===== config.mk =====
export PLATFORM = sky130hd
export DESIGN_NAME = serial_adder
export DESIGN_NICKNAME = d
export VERILOG_FILES = /design/src/rtl/serial_adder.sv
export SDC_FILE = /design/constraint.sdc
export NUM_CORES = 1
export LEC_CHECK = 0
export BUFFER_PORTS_ARGS = -buffer_cell sky130_fd_sc_hd__buf_2
export CAP_MARGIN = 30
export CORE_MARGIN = 2
export CORE_UTILIZATION = 50
export CTS_CLUSTER_SIZE = 8
export DETAILED_ROUTE_END_ITERATION = 7
export PLACE_DENSITY = 0.77
export SYNTH_ARGS = -nofsm -noshare
export SYNTH_HDL_FRONTEND = slang
export SYNTH_SLANG_ARGS = --single-unit

===== constraint.sdc =====
create_clock -name clk -period 1.55 [get_ports clk]
set_input_delay 0.155 -clock clk [delete_from_list [all_inputs] [get_ports clk]]
set_output_delay 0.155 -clock clk [all_outputs]
set_load 0.005 [all_outputs]

===== src/rtl/serial_adder.sv =====
// Bit-serial WIDTH-bit adder: one full-adder cell plus a carry flop, LSB first.
// Result and carry-out are registered and held until the next completion.

module full_adder (
  input  logic a,
  input  logic b,
  input  logic cin,
  output logic sum,
  output logic cout
);
  assign sum  = a ^ b ^ cin;
  assign cout = (a & b) | (cin & (a ^ b));
endmodule

module serial_adder #(
  parameter int WIDTH = 8
) (
  input  logic             clk,
  input  logic             rst,
  input  logic             start,
  input  logic [WIDTH-1:0] a,
  input  logic [WIDTH-1:0] b,
  input  logic             cin,
  output logic             busy,
  output logic             done,
  output logic [WIDTH-1:0] sum,
  output logic             cout
);
  localparam int CNT_W = (WIDTH > 1) ? $clog2(WIDTH) : 1;
  localparam logic [CNT_W-1:0] CNT_LAST = CNT_W'(WIDTH - 1);

  typedef enum logic [1:0] {
    IDLE = 2'd0,
    RUN  = 2'd1,
    DONE = 2'd2
  } state_t;

  state_t           state_q, state_d;
  logic [WIDTH-1:0] opa_q, opa_d;
  logic [WIDTH-1:0] opb_q, opb_d;
  logic [WIDTH-1:0] res_q, res_d;
  logic [WIDTH-1:0] res_shift;
  logic             carry_q, carry_d;
  logic [CNT_W-1:0] cnt_q, cnt_d;
  logic [WIDTH-1:0] sum_q, sum_d;
  logic             cout_q, cout_d;
  logic             busy_q, busy_d;
  logic             done_q, done_d;
  logic             fa_s, fa_c;

  full_adder u_fa (
    .a    (opa_q[0]),
    .b    (opb_q[0]),
    .cin  (carry_q),
    .sum  (fa_s),
    .cout (fa_c)
  );

  // Next-state logic: one operand bit pair is consumed per RUN cycle.
  always_comb begin
    state_d   = state_q;
    opa_d     = opa_q;
    opb_d     = opb_q;
    res_d     = res_q;
    carry_d   = carry_q;
    cnt_d     = cnt_q;
    sum_d     = sum_q;
    cout_d    = cout_q;
    busy_d    = busy_q;
    done_d    = 1'b0;
    // Written this way so WIDTH=1 needs no special-cased slice.
    res_shift            = res_q >> 1'b1;
    res_shift[WIDTH-1]   = fa_s;
    case (state_q)
      IDLE: begin
        if (start) begin
          state_d = RUN;
          opa_d   = a;
          opb_d   = b;
          carry_d = cin;
          res_d   = '0;
          cnt_d   = '0;
          busy_d  = 1'b1;
        end else begin
          busy_d  = 1'b0;
        end
      end
      RUN: begin
        opa_d   = opa_q >> 1'b1;
        opb_d   = opb_q >> 1'b1;
        res_d   = res_shift;
        carry_d = fa_c;
        busy_d  = 1'b1;
        if (cnt_q == CNT_LAST) begin
          state_d = DONE;
          sum_d   = res_shift;
          cout_d  = fa_c;
          done_d  = 1'b1;
        end else begin
          cnt_d   = cnt_q + CNT_W'(1);
        end
      end
      DONE: begin
        state_d = IDLE;
        busy_d  = 1'b0;
      end
      default: begin
        state_d = IDLE;
        busy_d  = 1'b0;
      end
    endcase
  end

  // State and output registers with synchronous reset.
  always_ff @(posedge clk) begin
    if (rst) begin
      state_q <= IDLE;
      opa_q   <= '0;
      opb_q   <= '0;
      res_q   <= '0;
      carry_q <= 1'b0;
      cnt_q   <= '0;
      sum_q   <= '0;
      cout_q  <= 1'b0;
      busy_q  <= 1'b0;
      done_q  <= 1'b0;
    end else begin
      state_q <= state_d;
      opa_q   <= opa_d;
      opb_q   <= opb_d;
      res_q   <= res_d;
      carry_q <= carry_d;
      cnt_q   <= cnt_d;
      sum_q   <= sum_d;
      cout_q  <= cout_d;
      busy_q  <= busy_d;
      done_q  <= done_d;
    end
  end

  assign busy = busy_q;
  assign done = done_q;
  assign sum  = sum_q;
  assign cout = cout_q;

endmodule


==> key figures, run 1 <==
Clocking
  – Clock network latency to the later pin of the worst-skew pair: 0.34 ns
  – Number of hold buffers added after cts: 0
  – Root buf cell: sky130_fd_sc_hd__clkbuf_4
  – Buffers from clock root to sink, at most: 2
  – Inserted Clock Buffers: 5
  – Htree depth: 2
  – Clock-pin slew on the worst setup and hold paths: 0.11 ns
  – Clock tree from TritonCTS: done
  – Clock sink count: 40

Worst setup path
  – Reg-to-Reg Start: cnt_q[0]
  – Crit path capture type: flop
  – Cell with the largest stage delay on the worst path: sky130_fd_sc_hd__dfxtp_1
  – Cell mode on critical path: sky130_fd_sc_hd__ha_1
  – Delay of the slowest cell on the worst path: 0.35 ns
  – Kind of start point of the critical path: flop
  – Largest fanout of any net on the critical path: 10
  – Crit Path Category: reg2reg
  – Data arrival, critical path: around 1.8 ns
  – Crit-path cells: ha_1 > ha_1 > buf_4 > nor2_2 > nand3_1 > a31oi_1
  – Critical Path Source: cnt_q[0]
  – CP required: 1.82 ns

Layout
  – Signed area change from the synthesized netlist to the final layout: 11.8%
  – Filler cell count: 319
  – Layout cell share with drive strength beyond 1: 0.389
  – Post-layout net count: 226
  – Final Core Density: 0.593
  – Number of diodes added for antenna fixing: 0

STA
  – Period utilization: 0.961
  – Worst slew margin relative to its limit: 0.746
  – Final Hold Viols: 0
  – Transition at the pin with the smallest max-transition slack: approximately 0.38 ns
  – Peak clock frequency supported by timing: 672 MHz
  – Setup TNS: 0 ns
  – Setup-failing EPs final: 0
  – Slew Viols, Final: 0
  – Time the worst path needs with I/O delays and setup: around 1.5 ns
  – Max Clock Skew: 0.0119 ns

Logic synthesis
  – Number of synthesized register bits: 40
  – Syn_area_per_cell: around 10 sq um
  – Adder-cell area share of the yosys netlist: 0.0249
  – Parity-gate share of the synthesized area counting xor and xnor cells: 0
  – Largest family of logic cells by synthesized area: compound AO/OA/AOI/OAI gates
  – Part of the Yosys area used for sequential elements: 0.442
  – Syn_nets: 196
  – Simple-gate share of the synthesized area: 0.163
  – Post-synthesis cell area: around 1800 sq um
  – Library cells used by synthesis: 27
  – Post-synthesis mux area share: 0.0884
  – Yosys warns: 0
  – Compound-Gate Fraction of Synth Area: 0.198
  – Instance count of the mapped netlist: between 150 and 200

Worst hold path
  – Class of the tightest hold or removal check: in2reg
  – Hold path startpoint: b[7]

Run status
  – Run status: complete, no violations

GRT
  – Vias in the first global route: 1355
  – Sum of overflow across all layers after global routing: 0
  – Initial antenna violation count: 0
  – GRT Resource Usage Total: 0.179
  – Wire length of the first global-routing pass: ~5800 um
  – Maximum number of pins on one net before global-route repair: 28

Floorplanning
  – Total core area: 3420 sq um
  – Row count: 21
  – Die area: 4120 sq um
  – Initial core utilization: 0.530
  – Die Y-Extent: 64.2 um
  – Die Wd: 64.2 um
  – Number of placed I/O pins: 31

Placed design
  – Number of buffer cells added on primary ports: 30
  – Final Wtd Congestion: 0.798
  – Post-detail-place hpwl: between 2000 and 2500 um

Detailed routing
  – Drt total wl: 3290 um
  – DRC: 0
  – Vias: between 1000 and 1500
  – Vias per Instance: ~5.5
  – Post-detailed-route count of antenna-violating nets: 0
  – Drt wl/cell: between 10 and 15 um
  – Total iterations of the first detailed-routing run: 4
  – Number of violations reported at the end of detailed-routing iteration 0: 50

Flow run
  – Count of maximum capacitance violations: 0

Power and ir drop
  – Pwr dens: 917 nW/um^2
  – Peak supply drop: 0.567 mV
  – Static Leak: about 0.80 nW
-- synthesized netlist by cell type (all sizes together) --
library cell / number / area share
buf: 12 / 0.073
a22oi: 9 / 0.037
o21ba: 1 / 0.0090
nor3: 1 / 0.0028
dfxtp: 40 / 0.44
o21bai: 1 / 0.010
clkbuf: 4 / 0.0090
mux2i: 16 / 0.088
inv: 1 / 0.0021
a31oi: 3 / 0.010
ha: 2 / 0.014
nor2: 28 / 0.079
a211oi: 15 / 0.10
fa: 1 / 0.011
nor3b: 1 / 0.0041
nand3: 13 / 0.036
nor2b: 1 / 0.0076
nand2: 12 / 0.025
nand3b: 1 / 0.0041
a21oi: 10 / 0.028
nor4b: 1 / 0.0048
-- placed cells by master, fill, tap and decap left out, types with 2 or more instances in the layout --
cell type / netlist / final
sky130_fd_sc_hd__a211oi_2: 15 / 15
sky130_fd_sc_hd__a21oi_1: 10 / 10
sky130_fd_sc_hd__a22oi_1: 9 / 9
sky130_fd_sc_hd__a31oi_1: 3 / 3
sky130_fd_sc_hd__buf_12: 2 / 3
sky130_fd_sc_hd__buf_2: 1 / 30
sky130_fd_sc_hd__buf_4: 2 / 6
sky130_fd_sc_hd__clkbuf_4: 0 / 5
sky130_fd_sc_hd__dfxtp_1: 40 / 40
sky130_fd_sc_hd__ha_1: 2 / 2
sky130_fd_sc_hd__mux2i_1: 16 / 16
sky130_fd_sc_hd__nand2_1: 12 / 12
sky130_fd_sc_hd__nand3_1: 13 / 13
sky130_fd_sc_hd__nor2_1: 13 / 12
sky130_fd_sc_hd__nor2_2: 15 / 16
-- logic make-up after synthesis --
kind of cell	Yosys count
muxes	16
buffers and inverters	17
adders and majority gates	3
DFF	40
AOI/OAI and AO/OA	39
and+or+nand+nor	58
-- state kept, by name, summed over array words and instances, names as in the netlist --
name and cells:
res_q 7, busy 1, opa_q 8, sum 8, cnt_q 3, done 1
opb_q 8, cout 1, carry_q 1, state_q 2
-- power breakdown --
group	switching (mW)	internal, mW	leakage [nW]
logic	0.140	0.130	0.448
clock network	0.313	0.167	0.0281
registers	0.0334	1.07	0.327
total	0.486	1.37	0.804
-- layer usage --
metal  vias up  wire [um]  track usage
met5         -          0            0
met4         0         57       0.0718
met3         8        157       0.0528
met2        34       1670        0.318
met1       643       1410        0.200
li1        673          -            -
-- critical path: cells and delay by family, from the launching register on --
family | cells | cell delay, ns
compound gates | 1 | 0.17
buf+inv | 1 | 0.21
simple gates | 2 | 0.22
fa+ha+maj | 2 | 0.47
flops | 1 | 0.35
-- area by class of cell --
type,instances,area (sq um),area share
clock buffers,6,41.3,0.0204
clock inverters,1,5.00,0.00247
inverters,1,3.75,0.00185
multi-input cells,116,862,0.426
flip-flops and latches,40,801,0.395
well taps,46,57.6,0.0284
repair buffers,39,255,0.126
-- worst paths after layout --
| path | to | slack [ns] | depth (start not counted) |
|---|---|---|---|
| worst max-delay path | cnt_q[1] | 0.06 | 6 |
| worst min-delay path | opb_q[7] | 0.04 | 3 |
| worst max register to register | cnt_q[1] | 0.06 | 6 |
| worst min register to register | sum[2] | 0.46 | 2 |
-- metrics by stage --
| stage | cells | setup WS [ns] | cell area [sq um] | power [mW] | hold slack (ns) |
|---|---|---|---|---|---|
| 4_1_cts | 249 | 0.0436 | 2020 | 1.88 | 0.0270 |
| 5_1_grt | 249 | -0.00147 | 2030 | 1.96 | 0.0325 |
| 2_1_floorplan | 173 | 0.262 | 1810 | 1.35 | 0.303 |
| 3_3_place_gp | 240 | 0.114 | 1960 | 1.39 | 0.398 |
| 6_report | 249 | 0.0611 | 2030 | 1.86 | 0.0435 |
| 3_5_place_dp | 240 | 0.00992 | 1960 | 1.41 | 0.399 |
-- repair_timing --
| item | CTS | global route |
|---|---|---|
| buffers inserted | 2 | 0 |
| pin swaps | 1 | 0 |
| endpoints found under the setup margin | 1 | 2 |
| gates resized for setup | 0 | 1 |
Power figures use the tool's default switching activity.
==> inputs of run 2 (changes only) <==
Settings changed: ABC_AREA set to 1, PLACE_DENSITY 0.77 to 0.78.
==> key figures, run 2 <==
Run status
  – Run status: complete, no violations

Worst setup path
  – Data arrival, critical path: 1.56 ns (-0.20 ns)
  – Kind of start point of the critical path: flop
  – Reg-to-Reg Start: cnt_q[0]
  – Critical Path Source: cnt_q[0]
  – CP required: 1.80 ns (-0.02 ns)
  – Register-to-register setup slack: 0.24 ns (+0.18 ns)
  – Number of cell instances on the worst register-to-register path: 8 (+2)
  – Crit path capture type: flop
  – Cell with the largest stage delay on the worst path: sky130_fd_sc_hd__dfxtp_1
  – Worst flop-to-flop path endpoint: cout
  – Crit Path Category: reg2reg
  – Crit-path cells: ha_1 > ha_1 > inv_1 > nor2_2 > nand2_1 > clkinv_2 > nand2_1 > nand2_1
  – Delay of the slowest cell on the worst path: 0.33 ns (-0.02 ns)
  – Cell mode on critical path: sky130_fd_sc_hd__nand2_1
  – Largest fanout of any net on the critical path: 9 (-1)

Layout
  – Post-layout net count: 324 (+43%)
  – Layout cell share with drive strength beyond 1: 0.169 (-0.220)
  – Signed area change from the synthesized netlist to the final layout: 17.5%
  – Filler cell count: 353 (+11%)
  – Leading cell types in the layout, fill and taps excluded: sky130_fd_sc_hd__nand2_1, sky130_fd_sc_hd__nor2_1, sky130_fd_sc_hd__dfxtp_1
  – Multi-input gate area: 796 sq um (-7.7%)
  – Most common cell after layout, fill and taps aside: sky130_fd_sc_hd__nand2_1
  – Number of diodes added for antenna fixing: 0 (unchanged)
  – Sequential Area: 801 sq um (unchanged)

Power and ir drop
  – Portion of total power attributed to sequential cells: 0.504 (-0.092)
  – Sw power: 0.511 mW (+5.1%)
  – Pwr dens: 1060 nW/um^2 (+15%)
  – Cell-internal power: 1.68 mW (+23%)
  – Post-layout total power: 2.19 mW (+18%)
  – Power share of the clock group: 0.376 (+0.117)
  – Peak supply drop: 0.750 mV (+32%)
  – Static Leak: 1.08 nW (+34%)
  – Power share of the combinational group: 0.120 (-0.025)
  – Switching Share: 0.233 (-0.0286)

STA
  – Final Hold Viols: 0 (unchanged)
  – Time the worst path needs with I/O delays and setup: 1.31 ns (-0.177 ns)
  – Max Clock Skew: 0.0102 ns (-0.00167 ns)
  – Transition at the pin with the smallest max-transition slack: 0.305 ns (-0.0768 ns)
  – Setup TNS: 0 ns (unchanged)
  – Setup-failing EPs final: 0 (unchanged)
  – Slew Viols, Final: 0 (unchanged)
  – Period utilization: 0.846 (-0.114)
  – Worst slew margin relative to its limit: 0.797 (+0.0509)
  – Peak clock frequency supported by timing: 762 MHz (+14%)
  – Setup repair after global routing missed its margin: false

Worst hold path
  – Class of the tightest hold or removal check: in2reg
  – Hold Path Cell Cnt: 3 (unchanged)
  – Hold path startpoint: b[7]
  – Worst hold endpoint: opb_q[7]

Detailed routing
  – Met2 WL: 1370 um (-18%)
  – DRC: 0 (unchanged)
  – Drt wl/cell: 9.29 um (-30%)
  – Vias per Instance: 4.49 (-18%)
  – Drt total wl: 3220 um (-2.1%)
  – Number of violations reported at the end of detailed-routing iteration 0: 66 (+32%)
  – Post-detailed-route count of antenna-violating nets: 0 (unchanged)
  – Vias: 1559 (+15%)
  – Sum of routed wire segments on met1: 1630 um (+16%)
  – DR WL met3: 190 um (+21%)
  – Top sig layer: met4
  – Total iterations of the first detailed-routing run: 4 (unchanged)

Clocking
  – Htree depth: 2 (unchanged)
  – Number of hold buffers added after cts: 0 (unchanged)
  – Number of instances resized during post-cts repair: 0 (unchanged)
  – Inserted Clock Buffers: 5 (unchanged)
  – Buffers inserted by post-CTS timing repair: 0 (-2)
  – Clock-pin slew on the worst setup and hold paths: 0.12 ns (about the same)
  – Clock sink count: 40 (unchanged)
  – Clock network latency to the later pin of the worst-skew pair: 0.35 ns (about the same)
  – Clock tree from TritonCTS: done
  – Root buf cell: sky130_fd_sc_hd__clkbuf_4
  – Buffers from clock root to sink, at most: 2 (unchanged)

Logic synthesis
  – Instance count of the mapped netlist: 267 (+54%)
  – Compound-Gate Fraction of Synth Area: 0.0362 (-0.162)
  – Synth area leaders: sky130_fd_sc_hd__dfxtp_1, sky130_fd_sc_hd__nand2_1, sky130_fd_sc_hd__nor2_1
  – Area share of the largest cell type after synthesis: 0.454 (+0.0119)
  – Post-synthesis mux area share: 0 (-0.0884)
  – Adder-cell area share of the yosys netlist: 0.0255 (+0.000670)
  – Post-synthesis cell area: 1760 sq um (-2.6%)
  – Largest family of logic cells by synthesized area: simple AND/OR/NAND/NOR gates
  – Library cells used by synthesis: 20 (-26%)
  – Part of the Yosys area used for sequential elements: 0.454 (+0.0119)
  – Number of enable flip-flop cells after synthesis: 0 (unchanged)
  – Commonest cells in the synthesized netlist: sky130_fd_sc_hd__nand2_1, sky130_fd_sc_hd__nor2_1, sky130_fd_sc_hd__dfxtp_1
  – Yosys warns: 0 (unchanged)
  – Syn_area_per_cell: 6.61 sq um (-37%)
  – Asr flop ratio synth: 0 (unchanged)
  – Syn_nets: 290 (+48%)
  – Parity-gate share of the synthesized area counting xor and xnor cells: 0 (unchanged)
  – Number of synthesized register bits: 40 (unchanged)
  – Simple-gate share of the synthesized area: 0.389 (+0.226)
  – Commonest register cell after synthesis: sky130_fd_sc_hd__dfxtp_1
  – Most instantiated library cell after synthesis: sky130_fd_sc_hd__nand2_1
  – Area leader, netlist: sky130_fd_sc_hd__dfxtp_1

Floorplanning
  – Die Y-Extent: 63.4 um (-1.2%)
  – Number of placed I/O pins: 31 (unchanged)
  – Die Wd: 63.4 um (-1.2%)
  – Die area: 4020 sq um (-2.5%)
  – Row count: 21 (unchanged)
  – Total core area: 3360 sq um (-1.5%)
  – Initial core utilization: 0.525 (-0.00585)

Flow run
  – Count of maximum capacitance violations: 0 (unchanged)

GRT
  – Maximum number of pins on one net before global-route repair: 41 (+46%)
  – GRT Resource Usage Total: 0.187 (+0.00772)
  – Vias in the first global route: 1354 (-0.074%)
  – Sum of overflow across all layers after global routing: 0 (unchanged)
  – Wire length of the first global-routing pass: 5920 um (+2.0%)
  – Initial antenna violation count: 0 (unchanged)

Placed design
  – Final Wtd Congestion: 0.779 (-2.3%)
  – Number of buffer cells added on primary ports: 30 (unchanged)
  – Post-detail-place hpwl: 2130 um (-9.3%)
run 2: metrics by stage:
step	instances	worst slack, ns	util	instance area [sq um]	hold WS [ns]
after CTS	347	0.225	0.616	2070	0.0542
after detailed placement	340	0.255	0.587	1980	0.438
final	347	0.238	0.616	2070	0.0644
after global routing	347	0.115	0.616	2070	0.0768
after global placement	340	0.295	0.587	1980	0.437
after floorplan	267	0.363	-	1760	0.224
run 2: cell type report:
| cell class | count | area share |
|---|---|---|
| clock buffer | 5 | 0.0181 |
| timing repair buffer | 37 | 0.104 |
| inverter | 28 | 0.0513 |
| tap | 46 | 0.0278 |
| sequential | 40 | 0.386 |
| clock inverter | 2 | 0.0290 |
| multi-input combinational | 189 | 0.384 |
run 2: cells by family after synthesis:
kind of cell / count (synthesis)
AOI/OAI and AO/OA: 12
adders and majority gates: 3
buffers and inverters: 38
DFF: 40
and+or+nand+nor: 174
run 2: power by group through the flow:
stage	registers, mW	logic, mW	clock network [mW]
2_1_floorplan	1.12	0.195	0
5_1_grt	1.11	0.311	0.882
3_3_place_gp	1.13	0.262	0
6_report	1.11	0.263	0.823
4_1_cts	1.11	0.266	0.839
3_5_place_dp	1.13	0.264	0
run 2: critical path: cells and delay by family (launching register included):
family / cells / cell delay, ns
and+or+nand+nor: 4 / 0.27
buffers and inverters: 2 / 0.22
adders and majority gates: 2 / 0.39
DFF: 1 / 0.33
run 2: metal layers:
layer  global-route usage  vias to the layer above
met4               0.0734                        0
met2                0.295                       38
met1                0.239                      655
met5                    0                        -
li1                     -                      862
met3               0.0571                        4
run 2: how the worst max path moves through the flow:
stage	endpoint	cells after the start
after global routing	sum[3]	8
after global placement	sum[6]	8
after detailed placement	sum[7]	8
final	cout	8
after CTS	sum[7]	8
after floorplan	sum[7]	8
==> inputs of run 3 (changes only) <==
Settings changed: CORE_UTILIZATION 50 to 49, PLACE_DENSITY 0.78 to 0.79.
Clock period 1.55 ns to 1.1 ns, I/O delays scaled along.
==> key figures, run 3 (synthesized netlist as in run 2, its figures left out) <==
Placed design
  – Total cell area at the placement stage: 2070 sq um (+4.6%)
  – Final Wtd Congestion: 0.727 (-6.7%)
  – Number of buffer cells added on primary ports: 30 (unchanged)
  – Post-detail-place hpwl: 2370 um (+11%)
  – Number of cells in the design after placement: 345 (+1.5%)

Power and ir drop
  – Static Leak: 1.17 nW (+8.2%)
  – Cell-internal power: 2.21 mW (+31%)
  – Sw power: 0.816 mW (+60%)
  – Switching Share: 0.270 (+0.0369)
  – Power share of the clock group: 0.327 (-0.049)
  – Power share of the combinational group: 0.155 (+0.035)
  – Post-layout total power: 3.02 mW (+38%)
  – Peak supply drop: 0.603 mV (-20%)
  – Pwr dens: 1300 nW/um^2 (+23%)
  – Portion of total power attributed to sequential cells: 0.518 (+0.014)

Detailed routing
  – DRC: 0 (unchanged)
  – Vias per Instance: 4.80 (+6.8%)
  – Total iterations of the first detailed-routing run: 5 (+1)
  – Drt wl/cell: 11.1 um (+19%)
  – Vias: 1718 (+10%)
  – Post-detailed-route count of antenna-violating nets: 0 (unchanged)
  – Drt total wl: 3970 um (+23%)
  – Number of violations reported at the end of detailed-routing iteration 0: 93 (+41%)

Clocking
  – Clock-pin slew on the worst setup and hold paths: 0.12 ns (about the same)
  – Root buf cell: sky130_fd_sc_hd__clkbuf_4
  – Clock tree from TritonCTS: done
  – Buffers from clock root to sink, at most: 2 (unchanged)
  – Htree depth: 2 (unchanged)
  – Inserted Clock Buffers: 5 (unchanged)
  – Clock network latency to the later pin of the worst-skew pair: 0.38 ns (+0.03 ns)
  – Clock sink count: 40 (unchanged)

Worst hold path
  – Class of the tightest hold or removal check: in2reg
  – Hold Path Cell Cnt: 3 (unchanged)

STA
  – Final Hold Viols: 1 (+1)
  – Setup-failing EPs final: 16 (+16)
  – Slew Viols, Final: 0 (unchanged)
  – Transition at the pin with the smallest max-transition slack: 0.209 ns (-0.0960 ns)
  – Peak clock frequency supported by timing: 849 MHz (+11%)
  – Fin Hold WS: -0.00109 ns (-0.0655 ns)
  – Worst slew margin relative to its limit: 0.860 (+0.0637)
  – Post-route setup slack: -0.0773 ns (-0.316 ns)
  – Max Clock Skew: 0.00729 ns (-0.00295 ns)
  – Period utilization: 1.07 (+0.224)
  – Setup repair after global routing missed its margin: true
  – Time the worst path needs with I/O delays and setup: 1.18 ns (-0.134 ns)

Layout
  – Most common cell after layout, fill and taps aside: sky130_fd_sc_hd__nand2_1
  – Post-layout net count: 334 (+3.1%)
  – Filler cell count: 295 (-16%)
  – Final Core Density: 0.687 (+0.0702)
  – Cell area after layout: 2330 sq um (+12%)
  – Post-route insts no fill: 358 (+3.2%)
  – Layout cell share with drive strength beyond 1: 0.298 (+0.129)
  – Leading cell types in the layout, fill and taps excluded: sky130_fd_sc_hd__nand2_1, sky130_fd_sc_hd__nor2_1, sky130_fd_sc_hd__dfxtp_1
  – Signed area change from the synthesized netlist to the final layout: 31.9%
  – Sequential Area: 813 sq um (+1.6%)
  – Number of diodes added for antenna fixing: 0 (unchanged)
  – Multi-input gate area: 901 sq um (+13%)

Floorplanning
  – Die area: 4100 sq um (+1.9%)
  – Initial core utilization: 0.520 (-0.00407)
  – Number of placed I/O pins: 31 (unchanged)
  – Die Y-Extent: 64.0 um (+0.95%)
  – Die Wd: 64.0 um (+0.95%)
  – Row count: 21 (unchanged)
  – Total core area: 3390 sq um (+0.78%)

Run status
  – Run status: finished with violations
  – Violations in the final reports: hold timing, setup timing

Flow run
  – Count of maximum capacitance violations: 0 (unchanged)

Worst setup path
  – Kind of start point of the critical path: flop
  – Register-to-register setup slack: -0.08 ns (-0.32 ns)
  – CP required: 1.44 ns (-0.36 ns)
  – Largest fanout of any net on the critical path: 4 (-5)
  – Crit Path Category: reg2reg
  – Crit path capture type: flop
  – Number of cell instances on the worst register-to-register path: 8 (unchanged)
  – Data arrival, critical path: 1.52 ns (-0.04 ns)

GRT
  – GRT Resource Usage Total: 0.187 (+0.000452)
  – Initial antenna violation count: 0 (unchanged)
  – Sum of overflow across all layers after global routing: 0 (unchanged)
  – Maximum number of pins on one net before global-route repair: 41 (unchanged)
  – Wire length of the first global-routing pass: 5970 um (+0.81%)
  – Vias in the first global route: 1461 (+7.9%)
==> run 3: cell types whose count changed in the layout (fill, tap and decap cells not counted), moves of 4 or more <==
cell	previous run	this run
sky130_fd_sc_hd__nand2_1	115	104
sky130_fd_sc_hd__nor2_1	43	39
sky130_fd_sc_hd__dfxtp_1	40	34
sky130_fd_sc_hd__dfxtp_2	0	4
sky130_fd_sc_hd__nand2_2	0	10
sky130_fd_sc_hd__inv_4	0	4
==> run 3: what timing repair did <==
item,CTS,global route
gates cloned,1,1
hold buffers,0,1
pin swaps,8,9
resized for setup,17,24
setup endpoints to repair,23,38
hold endpoints to repair,0,1
setup buffers,0,2
==> run 3: path summary, 6_finish.rpt <==
kind / endpoint / from
worst max-delay path: sum[1] / cnt_q[0]
worst min-delay path: opb_q[7] / b[7]
worst max register to register: sum[1] / cnt_q[0]
worst min register to register: sum[7] / sum[7]
==> run 3: stage by stage <==
stage          TNS (ns)  setup slack, ns  hold WS, ns
2_1_floorplan  -0.00349         -0.00349        0.179
3_3_place_gp     -0.473          -0.0438        0.388
3_5_place_dp     -0.731          -0.0711        0.396
4_1_cts          -0.568          -0.0544      0.00144
5_1_grt           -2.03           -0.131       0.0218
6_report         -0.852          -0.0773     -0.00109
==> run 3: worst max-delay path, cell delays in order, from the launching register on <==
cell	delay, ns
sky130_fd_sc_hd__dfxtp_2	0.37
sky130_fd_sc_hd__ha_4	0.14
sky130_fd_sc_hd__ha_4	0.14
sky130_fd_sc_hd__inv_4	0.04
sky130_fd_sc_hd__nor2_4	0.15
sky130_fd_sc_hd__nand2_4	0.10
sky130_fd_sc_hd__inv_4	0.09
sky130_fd_sc_hd__nand2_2	0.05
sky130_fd_sc_hd__nand2_2	0.04
==> run 3: area by class of cell <==
cell class                      instances  area share
Inverter                               28      0.0505
Sequential cell                        40       0.349
Clock inverter                          3      0.0183
Clock buffer                            5      0.0161
Timing Repair inverter                  1     0.00269
Timing Repair Buffer                   46       0.151
Multi-Input combinational cell        189       0.387
Tap cell                               46      0.0247
==> run 3: power groups by stage <==
stage	registers [mW]	logic (mW)	clock network (mW)
detailed placement	1.59	0.413	0
floorplan	1.58	0.277	0
global placement	1.59	0.406	0
CTS	1.57	0.421	0.990
global route	1.57	0.531	1.05
finish	1.56	0.470	0.989
==> run 3: routing by layer <==
metal	vias up	routed length, um	global-route usage
li1	886	-	-
met1	784	1620	0.195
met2	41	2120	0.350
met3	7	159	0.0423
met4	0	70	0.0897
met5	-	0	0
